--- config.mk ---
export PLATFORM = sky130hd
export DESIGN_NAME = sm_result_display
export DESIGN_NICKNAME = d
export VERILOG_FILES = /design/src/rtl/sm_result_display.sv
export SDC_FILE = /design/constraint.sdc
export NUM_CORES = 1
export LEC_CHECK = 0
export CAP_MARGIN = 40
export CORE_MARGIN = 2
export CORE_UTILIZATION = 31
export CTS_CLUSTER_DIAMETER = 50
export CTS_CLUSTER_SIZE = 40
export DETAILED_ROUTE_END_ITERATION = 8
export SLEW_MARGIN = 30
export SYNTH_ARGS = -nofsm -noshare
export SYNTH_HDL_FRONTEND = slang
export SYNTH_SLANG_ARGS = --single-unit
--- constraint.sdc ---
create_clock -name clk -period 2.9 [get_ports clk]
set_input_delay 0.435 -clock clk [delete_from_list [all_inputs] [get_ports clk]]
set_output_delay 0.435 -clock clk [all_outputs]
set_load 0.02 [all_outputs]
--- src/rtl/sm_result_display.sv ---
// sm_result_display: sign-magnitude result to a cycling 7-segment digit.
// Define SM_DISP_ACTIVE_LOW_EN for inverted seg/dp (common-anode).
module sm_result_display #(
  parameter int HOLD_CYCLES = 1000000,
  parameter int CNT_W       = 24
) (
  input  logic       clk,
  input  logic       rst,
  input  logic       in_valid,
  output logic       in_ready,
  input  logic [5:0] in_res,
  output logic [6:0] seg,
  output logic       dp,
  output logic       shown
);

`ifdef SM_DISP_ACTIVE_LOW_EN
  localparam logic [6:0] SEG_INV = 7'h7F;
  localparam logic       DP_INV  = 1'b1;
`else
  localparam logic [6:0] SEG_INV = 7'h00;
  localparam logic       DP_INV  = 1'b0;
`endif

  localparam logic [CNT_W-1:0] LAST = CNT_W'(HOLD_CYCLES - 1);
  localparam logic [CNT_W-1:0] ONE  = CNT_W'(1);

  typedef enum logic [2:0] {
    IDLE,
    CONV,
    SHOW_SIGN,
    SHOW_TENS,
    SHOW_UNITS,
    GAP
  } state_t;

  state_t           state;
  logic [CNT_W-1:0] cnt;
  logic [5:0]       res;
  logic [11:0]      dd;
  logic [1:0]       iter;
  logic             first;

  logic             expire;
  logic             take;
  logic [6:0]       sign_code;
  logic [6:0]       tens_code;
  logic [6:0]       units_code;

  // dd = {tens, units, remaining binary bits}
  function automatic logic [11:0] dd_step(
    input logic [11:0] v
  );
    logic [11:0] t;
    t = v;
    if (t[7:4] >= 4'd5)
      t[7:4] = t[7:4] + 4'd3;
    if (t[11:8] >= 4'd5)
      t[11:8] = t[11:8] + 4'd3;
    return {t[10:0], 1'b0};
  endfunction

  function automatic logic [6:0] digit(
    input logic [3:0] d
  );
    logic [6:0] s;
    case (d)
      4'd0:    s = 7'h3F;
      4'd1:    s = 7'h06;
      4'd2:    s = 7'h5B;
      4'd3:    s = 7'h4F;
      4'd4:    s = 7'h66;
      4'd5:    s = 7'h6D;
      4'd6:    s = 7'h7D;
      4'd7:    s = 7'h07;
      4'd8:    s = 7'h7F;
      4'd9:    s = 7'h6F;
      default: s = 7'h00;
    endcase
    return s;
  endfunction

  assign in_ready = (state != CONV);
  assign take     = in_valid && in_ready;
  assign expire   = (cnt == LAST);

  // Negative zero is shown as positive
  assign sign_code =
    (res[5] && res[3:0] != 4'd0) ? 7'h40 : 7'h00;

  assign tens_code =
    res[4]               ? 7'h79 :
    (dd[11:8] == 4'd1)   ? 7'h06 :
                           7'h00;

  assign units_code =
    res[4] ? 7'h50 : digit(dd[7:4]);

  always_ff @(posedge clk or posedge rst) begin
    if (rst) begin
      state <= IDLE;
      cnt   <= '0;
      res   <= '0;
      dd    <= '0;
      iter  <= '0;
      first <= 1'b0;
      seg   <= SEG_INV;
      dp    <= DP_INV;
      shown <= 1'b0;
    end else begin
      shown <= 1'b0;
      if (take) begin
        res   <= in_res;
        dd    <= {8'd0, in_res[3:0]};
        iter  <= '0;
        cnt   <= '0;
        first <= 1'b1;
        state <= CONV;
        seg   <= SEG_INV;
        dp    <= DP_INV;
      end else begin
        case (state)
          CONV: begin
            dd   <= dd_step(dd);
            iter <= iter + 2'd1;
            cnt  <= '0;
            if (iter == 2'd3) begin
              state <= SHOW_SIGN;
              seg   <= sign_code ^ SEG_INV;
              dp    <= DP_INV;
            end
          end
          SHOW_SIGN: begin
            if (expire) begin
              cnt   <= '0;
              state <= SHOW_TENS;
              seg   <= tens_code ^ SEG_INV;
              dp    <= DP_INV;
            end else begin
              cnt <= cnt + ONE;
            end
          end
          SHOW_TENS: begin
            if (expire) begin
              cnt   <= '0;
              state <= SHOW_UNITS;
              seg   <= units_code ^ SEG_INV;
              dp    <= ~DP_INV;
            end else begin
              cnt <= cnt + ONE;
            end
          end
          SHOW_UNITS: begin
            if (expire) begin
              cnt   <= '0;
              state <= GAP;
              seg   <= SEG_INV;
              dp    <= DP_INV;
              shown <= first;
              first <= 1'b0;
            end else begin
              cnt <= cnt + ONE;
            end
          end
          GAP: begin
            if (expire) begin
              cnt   <= '0;
              state <= SHOW_SIGN;
              seg   <= sign_code ^ SEG_INV;
              dp    <= DP_INV;
            end else begin
              cnt <= cnt + ONE;
            end
          end
          default: begin
            cnt <= '0;
            seg <= SEG_INV;
            dp  <= DP_INV;
          end
        endcase
      end
    end
  end

endmodule

==> reports/metrics.cfg <==
[detailed_routing]
first_pass_iters = 4
first_iter_violations = 106
dr_total_vias = 2450
antenna_left = 0
drt-total-wl_um = 6689
wl_per_cell_um = 13.91
vias_per_cell = 5.094
drc = 0

[yosys]
synth-seq-cells = 57
synthSimpleGateAreaFrac = 0.2219
syn_inst = 322
synth_top_family_by_area = simple AND/OR/NAND/NOR gates
avgSynthCellArea_um2 = 9.843
yosysUniqueCellTypes = 54
synth_ff_type = dfrtp_1
synth_area_um2 = 3169
yosysSeqAreaShare = 0.4501
synth_fa_ha_area_frac = 0.03948
async_reset_ff_frac = 1.000
ys_warn_count = 0
synth_mux_area_frac = 0.07856
synth_top_area_cell = dfrtp_1
synth_xor_area_frac = 0.04422
netlist_top_cells_area = dfrtp_1 (45%), mux2_2 (5.3%), ha_1 (3.9%)
syn_nets = 341
netlist.area_leader.share = 0.4501
synth-compound-area-share = 0.1295
synth_edf_count = 0

[clock_tree]
clk_path_buf_depth = 2
cts_buffers = 9
clock_sinks = 57
htreeDepth = 3
hold_buffers = 0
cts_root_buf = clkbuf_8
cts_tree = done
post-cts-setup-buffers = 0
cts.clk_slew.worst_paths_ns = 0.07
insertion_delay_ns = 0.34
cts_resized = 0

[placement]
pre_cts_slack_ns = 0.4906
dpl-instance-area_um2 = 3518
dp_cells = 465
io_buffers = 18
gp_congestion = 0.7915
place_hpwl_um = 4713

[cells_and_area]
area.sequential_um2 = 1426
layout.nets = 362
layout_commonest_cell = dfrtp_1
utilization = 0.3775
multiInputGateArea_um2 = 1628
finalNonFillerCells = 481
area_growth_pct = 17.49
drive_gt1_frac = 0.1408
fin_area_um2 = 3724
fillers = 965
mostFrequentLayoutCells = dfrtp_1 (57), nand2_1 (25), nor2_1 (21)
diodes = 0

[worst_setup_path]
cp_data_required_time_ns = 2.47
path_max_fanout = 12
worstSetupStartpointType = flip-flop
timing.rr.start = cnt[11]
critPathKind = flip-flop to output pin
path_buf_inv = 2
arrival_ns = 2.00
crit_chain = nor3b_2 -> clkinv_1 -> clkdlybuf4s50_1
critPathTopFamily = buffers and inverters
r2r-end = dp
slowest_stage = clkdlybuf4s50_1
end_kind = output pin
ff2ff_path_depth = 4
r2r_setup_slack_ns = 0.48
slowest_delay_ns = 0.60

[sta]
rsz0062_at_grt = false
worstMarginPinSlew_ns = 0.6316
whs_ns = 0.4520
finalSetupViolCount = 0
max_freq_mhz = 411.3
period_share = 0.8384
report.final.slew_viol_count = 0
fin_worst_skew_ns = 0.01024
tns_ns = 0
hold_violations = 0
fin_crit_ns = 2.432
slew_headroom = 0.5783
worst_slack_ns = 0.4685

[hold_path]
min_path_type = flip-flop to flip-flop
holdPathEnd = cnt[0]
worstHoldStart = cnt[0]
hold_depth = 1

[run]
maxCapViolations = 0

[grt]
grt_remaining_overflow = 0
grt_pass1_vias = 2374
grt_util_all_layers = 0.1296
grt_start_max_net_pins = 30
antenna_found_initial = 0
grt_pass1_wl_um = 11590

[power_and_ir_drop]
power_density_nw_per_um2 = 862.8
peakVddDrop_mv = 0.2687
p_total_mw = 3.213
p_leak_nw = 1.478

[die]
rows = 36
dieArea_um2 = 11050
dieHeight_um = 105.1
initial_utilization = 0.3213
die_w_um = 105.1
pin_count = 19
core_um2 = 9864

[outcome]
status = finished, final reports clean

[worst register-to-register path, delay by kind of cell, from the launching register on]
| kind | cells | cell delay [ns] |
|---|---|---|
| compound gates | 1 | 0.44 |
| flops | 1 | 0.44 |
| mux | 1 | 0.39 |
| simple gates | 2 | 1.03 |
[report_power, final]
part	internal [mW]	switching (mW)
logic	0.608	0.659
registers	0.990	0.196
clock network	0.421	0.339
[Yosys cell counts (4+ instances only)]
cell type and count:
ha_1 10, mux2i_1 8, o21ai_0 20, nor3_1 4, inv_1 15, mux2_2 15
xor2_1 8, clkbuf_1 11, xnor2_1 8, nand2_1 25, a21oi_1 18, nor4_1 4
nand3_1 16, nor2b_1 7, or3_1 4, nand4_1 9, dfrtp_1 57, o31ai_1 5
or4_1 8, nor2_1 21
[logic make-up (layout without fill, tap and decap cells)]
logic type	Yosys count	after routing
DFF	57	57
AOI/OAI and AO/OA	63	63
and+or+nand+nor	123	123
buffers and inverters	30	56
muxes	23	23
adders and majority gates	10	10
xor gates and xnor gates	16	16
[flip-flops by register name, indices dropped and copies added (netlist names), 2 cells and up]
name and count:
cnt 24, dd 12, iter 2, res 6, seg 7, state 3
[worst max path at each step]
| stage | startpoint | endpoint | slack (ns) | depth (start not counted) |
|---|---|---|---|---|
| 6_report | state[0] | in_ready | 0.47 | 3 |
| 5_1_grt | state[0] | in_ready | 0.32 | 3 |
| 4_1_cts | state[0] | in_ready | 0.45 | 3 |
| 3_5_place_dp | cnt[11] | seg[2] | 0.49 | 4 |
| 3_3_place_gp | cnt[20] | seg[0] | 0.53 | 4 |
| 2_1_floorplan | cnt[20] | first | 0.64 | 4 |
[area by class of cell]
cell class	count	share of cell area
timing repair buffer	24	0.06384
sequential	57	0.3831
multi-input combinational	235	0.4372
clock buffer	10	0.03696
inverter	16	0.01613
tap	133	0.04469
clock inverter	6	0.01815
[per-layer routing]
layer,wire length [µm],part of all wire,vias up,GRT usage
li1,-,-,1212,-
met1,3200,0.48,1196,0.1680
met2,3179,0.48,33,0.2055
met3,224,0.033,9,0.04429
met4,85,0.013,0,0.03619
met5,0,0,-,0
Note: power is estimated with default switching activity, not from simulation.
==> patch 1, RTL diff (same flow settings) <==
The option `SM_DISP_ACTIVE_LOW_EN` is turned on by a define.
--- a/src/rtl/sm_result_display.sv
+++ b/src/rtl/sm_result_display.sv
@@ -1,5 +1,7 @@
 // sm_result_display: sign-magnitude result to a cycling 7-segment digit.
 // Define SM_DISP_ACTIVE_LOW_EN for inverted seg/dp (common-anode).
+`define SM_DISP_ACTIVE_LOW_EN
+
 module sm_result_display #(
   parameter int HOLD_CYCLES = 1000000,
   parameter int CNT_W       = 24
Behaviour: not the same (Yosys sat finds a counterexample within 4 cycles, from zero or initial values and one cycle with rst high).
==> patch 1 against the original RTL <==
Wire length up 1.4%. Power down 4.8%. Setup slack better by 39 ps. Cell area up 0.47%. Non-clock buffer count down 1. Sequential cell count unchanged. Area after synthesis up 1.9%. Critical path depth unchanged. Largest cell class unchanged. Highest routed layer unchanged.
==> patch 1: results (changes against the original RTL) <==
Yosys
  • Register area share after synthesis: 0.4446 (-0.005443)
  • Synth top cells by count: dfrtp_1, nor2_1, o21ai_0
  • Synth area leaders: dfrtp_1, dfstp_2, ha_1
  • Net count after synthesis: 349 (+2.3%)
  • Average size of a mapped cell: 9.819 um2 (-0.23%)

Worst setup path
  • R2R depth: 5 (+1)
  • Worst EP arrival: 1960 ps (-40 ps)
  • R2r endpoint: dp$_DFFE_PP1P_
  • Worst reg2reg path startpoint: cnt[0]$_DFF_PP0_
  • CP max stage delay: 660 ps (+60 ps)
  • CP Max Fanout: 14 (+2)

STA
  • Worst slew pin tran: 565.5 ps (-66.13 ps)
  • Setup Skew: 8.779 ps (-1.459 ps)

Placement
  • Area after DPL: 3538 um2 (+0.57%)
  • DP Worst Slack: 820.0 ps (+329.4 ps)

Cells and area
  • FILL cells: 1,024 (+6.1%)
  • Multi-In Gates: 239 (+1.7%)
  • NonClk Buf Share: 0.06154 (-0.002306)
  • Nets: 365 (+0.83%)
  • Sequential cell count: 57 (unchanged)
  • FF+latch area: 1436 um2 (+0.70%)
  • Clock network area share: 0.05418 (-0.0009269)

Routing
  • DR WL met2: 3262 um (+2.6%)
  • Total wire length: 6785 um (+1.4%)
  • DRT met1 WL: 3192 um (-0.25%)
  • Vias/cell: 5.053 (-0.79%)
  • Routed WL per cell: 13.96 um (+0.39%)
  • 1st-iter DRT viols: 121 (+14%)
  • Met3 routed WL: 244 um (+8.9%)

Global route
  • Met1 GRT Util: 0.1699 (+0.001915)
  • Largest net degree at the start of global routing: 34 (+13%)
  • Grt met3 use: 0.03495 (-0.009344)
  • Gr usage total: 0.1301 (+0.0005031)
  • GRT met2 Usage: 0.2111 (+0.005587)

Power and ir drop
  • Peak VDD IR: 0.3280 mV (+22%)

Status
  • Status: completed

Floorplan
  • DIE AREA: 11,250 um2 (+1.9%)

Hold path
  • Worst min path class: primary input to asynchronous set/reset pin
==> patch 1: metrics by stage <==
| stage | hold WS [ps] | util |
|---|---|---|
| final | 466.3 | 0.3657 |
| after global routing | 487.8 | 0.3657 |
| after CTS | 473.3 | 0.3657 |
| after detailed placement | 461.1 | 0.3458 |
| after global placement | 456.6 | 0.3458 |
| after floorplan | 447.8 | - |
==> patch 1: where the power goes <==
| part | total (mW) | internal, mW | leakage (nW) | switching [mW] |
|---|---|---|---|---|
| clock | 0.762 | 0.403 | 0.0925 | 0.359 |
| combinational | 1.11 | 0.522 | 0.646 | 0.589 |
| sequential | 1.19 | 0.991 | 0.733 | 0.195 |
| total | 3.06 | 1.92 | 1.47 | 1.14 |
==> patch 1: logic make-up after synthesis <==
kind of cell	count (synthesis)	synth area share
buf+inv	33	0.04608
simple gates	127	0.2335
fa+ha+maj	11	0.04260
flops	57	0.4446
xor+xnor	16	0.04338
compound gates	65	0.1232
mux	20	0.06662
==> patch 2, RTL diff (same flow settings) <==
Made on the original files. Reset style: synchronous (`rst`), changed in one clocked block.
--- a/src/rtl/sm_result_display.sv
+++ b/src/rtl/sm_result_display.sv
@@ -96,7 +96,7 @@
   assign units_code =
     res[4] ? 7'h50 : digit(dd[7:4]);
 
-  always_ff @(posedge clk or posedge rst) begin
+  always_ff @(posedge clk) begin
     if (rst) begin
       state <= IDLE;
       cnt   <= '0;
Check against the original RTL: differs if rst is asserted again (counterexample within 4 cycles, from zero or initial values and one cycle with rst high); with rst held inactive, the same outputs for 10 cycles.
==> patch 2 against the original RTL <==
Area after synthesis decreased by 1.3%. Final cell count increased by 10%. Sequential cell count up 7. Wire length increased by 0.21%. Cell area fell by 1.9%. Setup slack got worse by 110 ps. Count of clock-buffer cells in the layout grew 1. Critical path type is now flop to flop.
Power is not compared: it rests on default switching activity, and its combinational part moved more than twofold at a synthesized area within 25%.
==> patch 2: results (changes against the original RTL) <==
Status
  • Status: completed

Worst setup path
  • CP Max Fanout: 5 (-7)
  • Worst EP arrival: 2780 ps (+780 ps)
  • Reg2Reg Setup Slack: 360 ps (-120 ps)
  • Slowest CP cell: dfxtp_1
  • CP max stage delay: 390 ps (-210 ps)
  • R2R depth: 10 (+6)
  • Critical path class: flop to flop

Routing
  • Met3 routed WL: 249 um (+11%)
  • Routed WL per cell: 12.67 um (-8.9%)
  • Routed via count: 2,592 (+5.8%)
  • DRT met1 WL: 3361 um (+5.0%)
  • 1st-iter DRT viols: 121 (+14%)
  • DR WL met2: 3011 um (-5.3%)

Yosys
  • XOR/XNOR share of the synthesized area: 0.07843 (+0.03422)
  • Synth top cells by count: dfxtp_1, nor2_1, nand2_1
  • Net count after synthesis: 391 (+15%)
  • Synthesized instance count: 370 (+15%)
  • Synth area leaders: dfxtp_1, nor2_1, xnor2_1
  • Compound-Gate Fraction of Synth Area: 0.1212 (-0.008242)

STA
  • Worst slew pin tran: 740.0 ps (+108.4 ps)
  • Max Clk Rate: 393.4 MHz (-4.3%)

Placement
  • GPL Wtd Cong: 0.8202 (+3.6%)
  • Cells after DPL: 514 (+11%)
  • Dpl hpwl: 4753 um (+0.85%)

Global route
  • Met1 GRT Util: 0.1722 (+0.004207)
  • Grt met3 use: 0.03509 (-0.009204)
  • GRT met2 Usage: 0.2059 (+0.0004093)

Cells and area
  • Layout cell share with drive strength beyond 1: 0.08586 (-0.05495)
  • Nets: 413 (+14%)
  • FILL cells: 1,027 (+6.4%)

Hold path
  • Hold Path Stages: 2 (+1)
==> patch 2: cell count changes after synthesis, moves of 11 or more <==
cell and change:
a21oi_1 +14, dfrtp_1 -57, dfxtp_1 +64, mux2_2 -15, nand2_1 +11, nor2_1 +27
o21ai_0 -13, xnor2_1 +11
==> patch 2: stage by stage <==
step	power (mW)	hold WS, ps
2_1_floorplan	1.001	426.0
3_5_place_dp	1.044	449.9
3_3_place_gp	1.042	438.9
5_1_grt	1.840	486.9
4_1_cts	1.787	459.8
6_report	1.757	460.6
==> patch 2: area by class of cell <==
class | instances | area [um2] | area share
Timing Repair Buffer | 27 | 247.7 | 0.06781
Inverter | 13 | 48.80 | 0.01336
Tap cell | 133 | 166.4 | 0.04555
Clock inverter | 4 | 45.04 | 0.01233
Multi-Input combinational cell | 277 | 1723 | 0.4716
Sequential cell | 64 | 1281 | 0.3507
Clock buffer | 11 | 141.4 | 0.03870
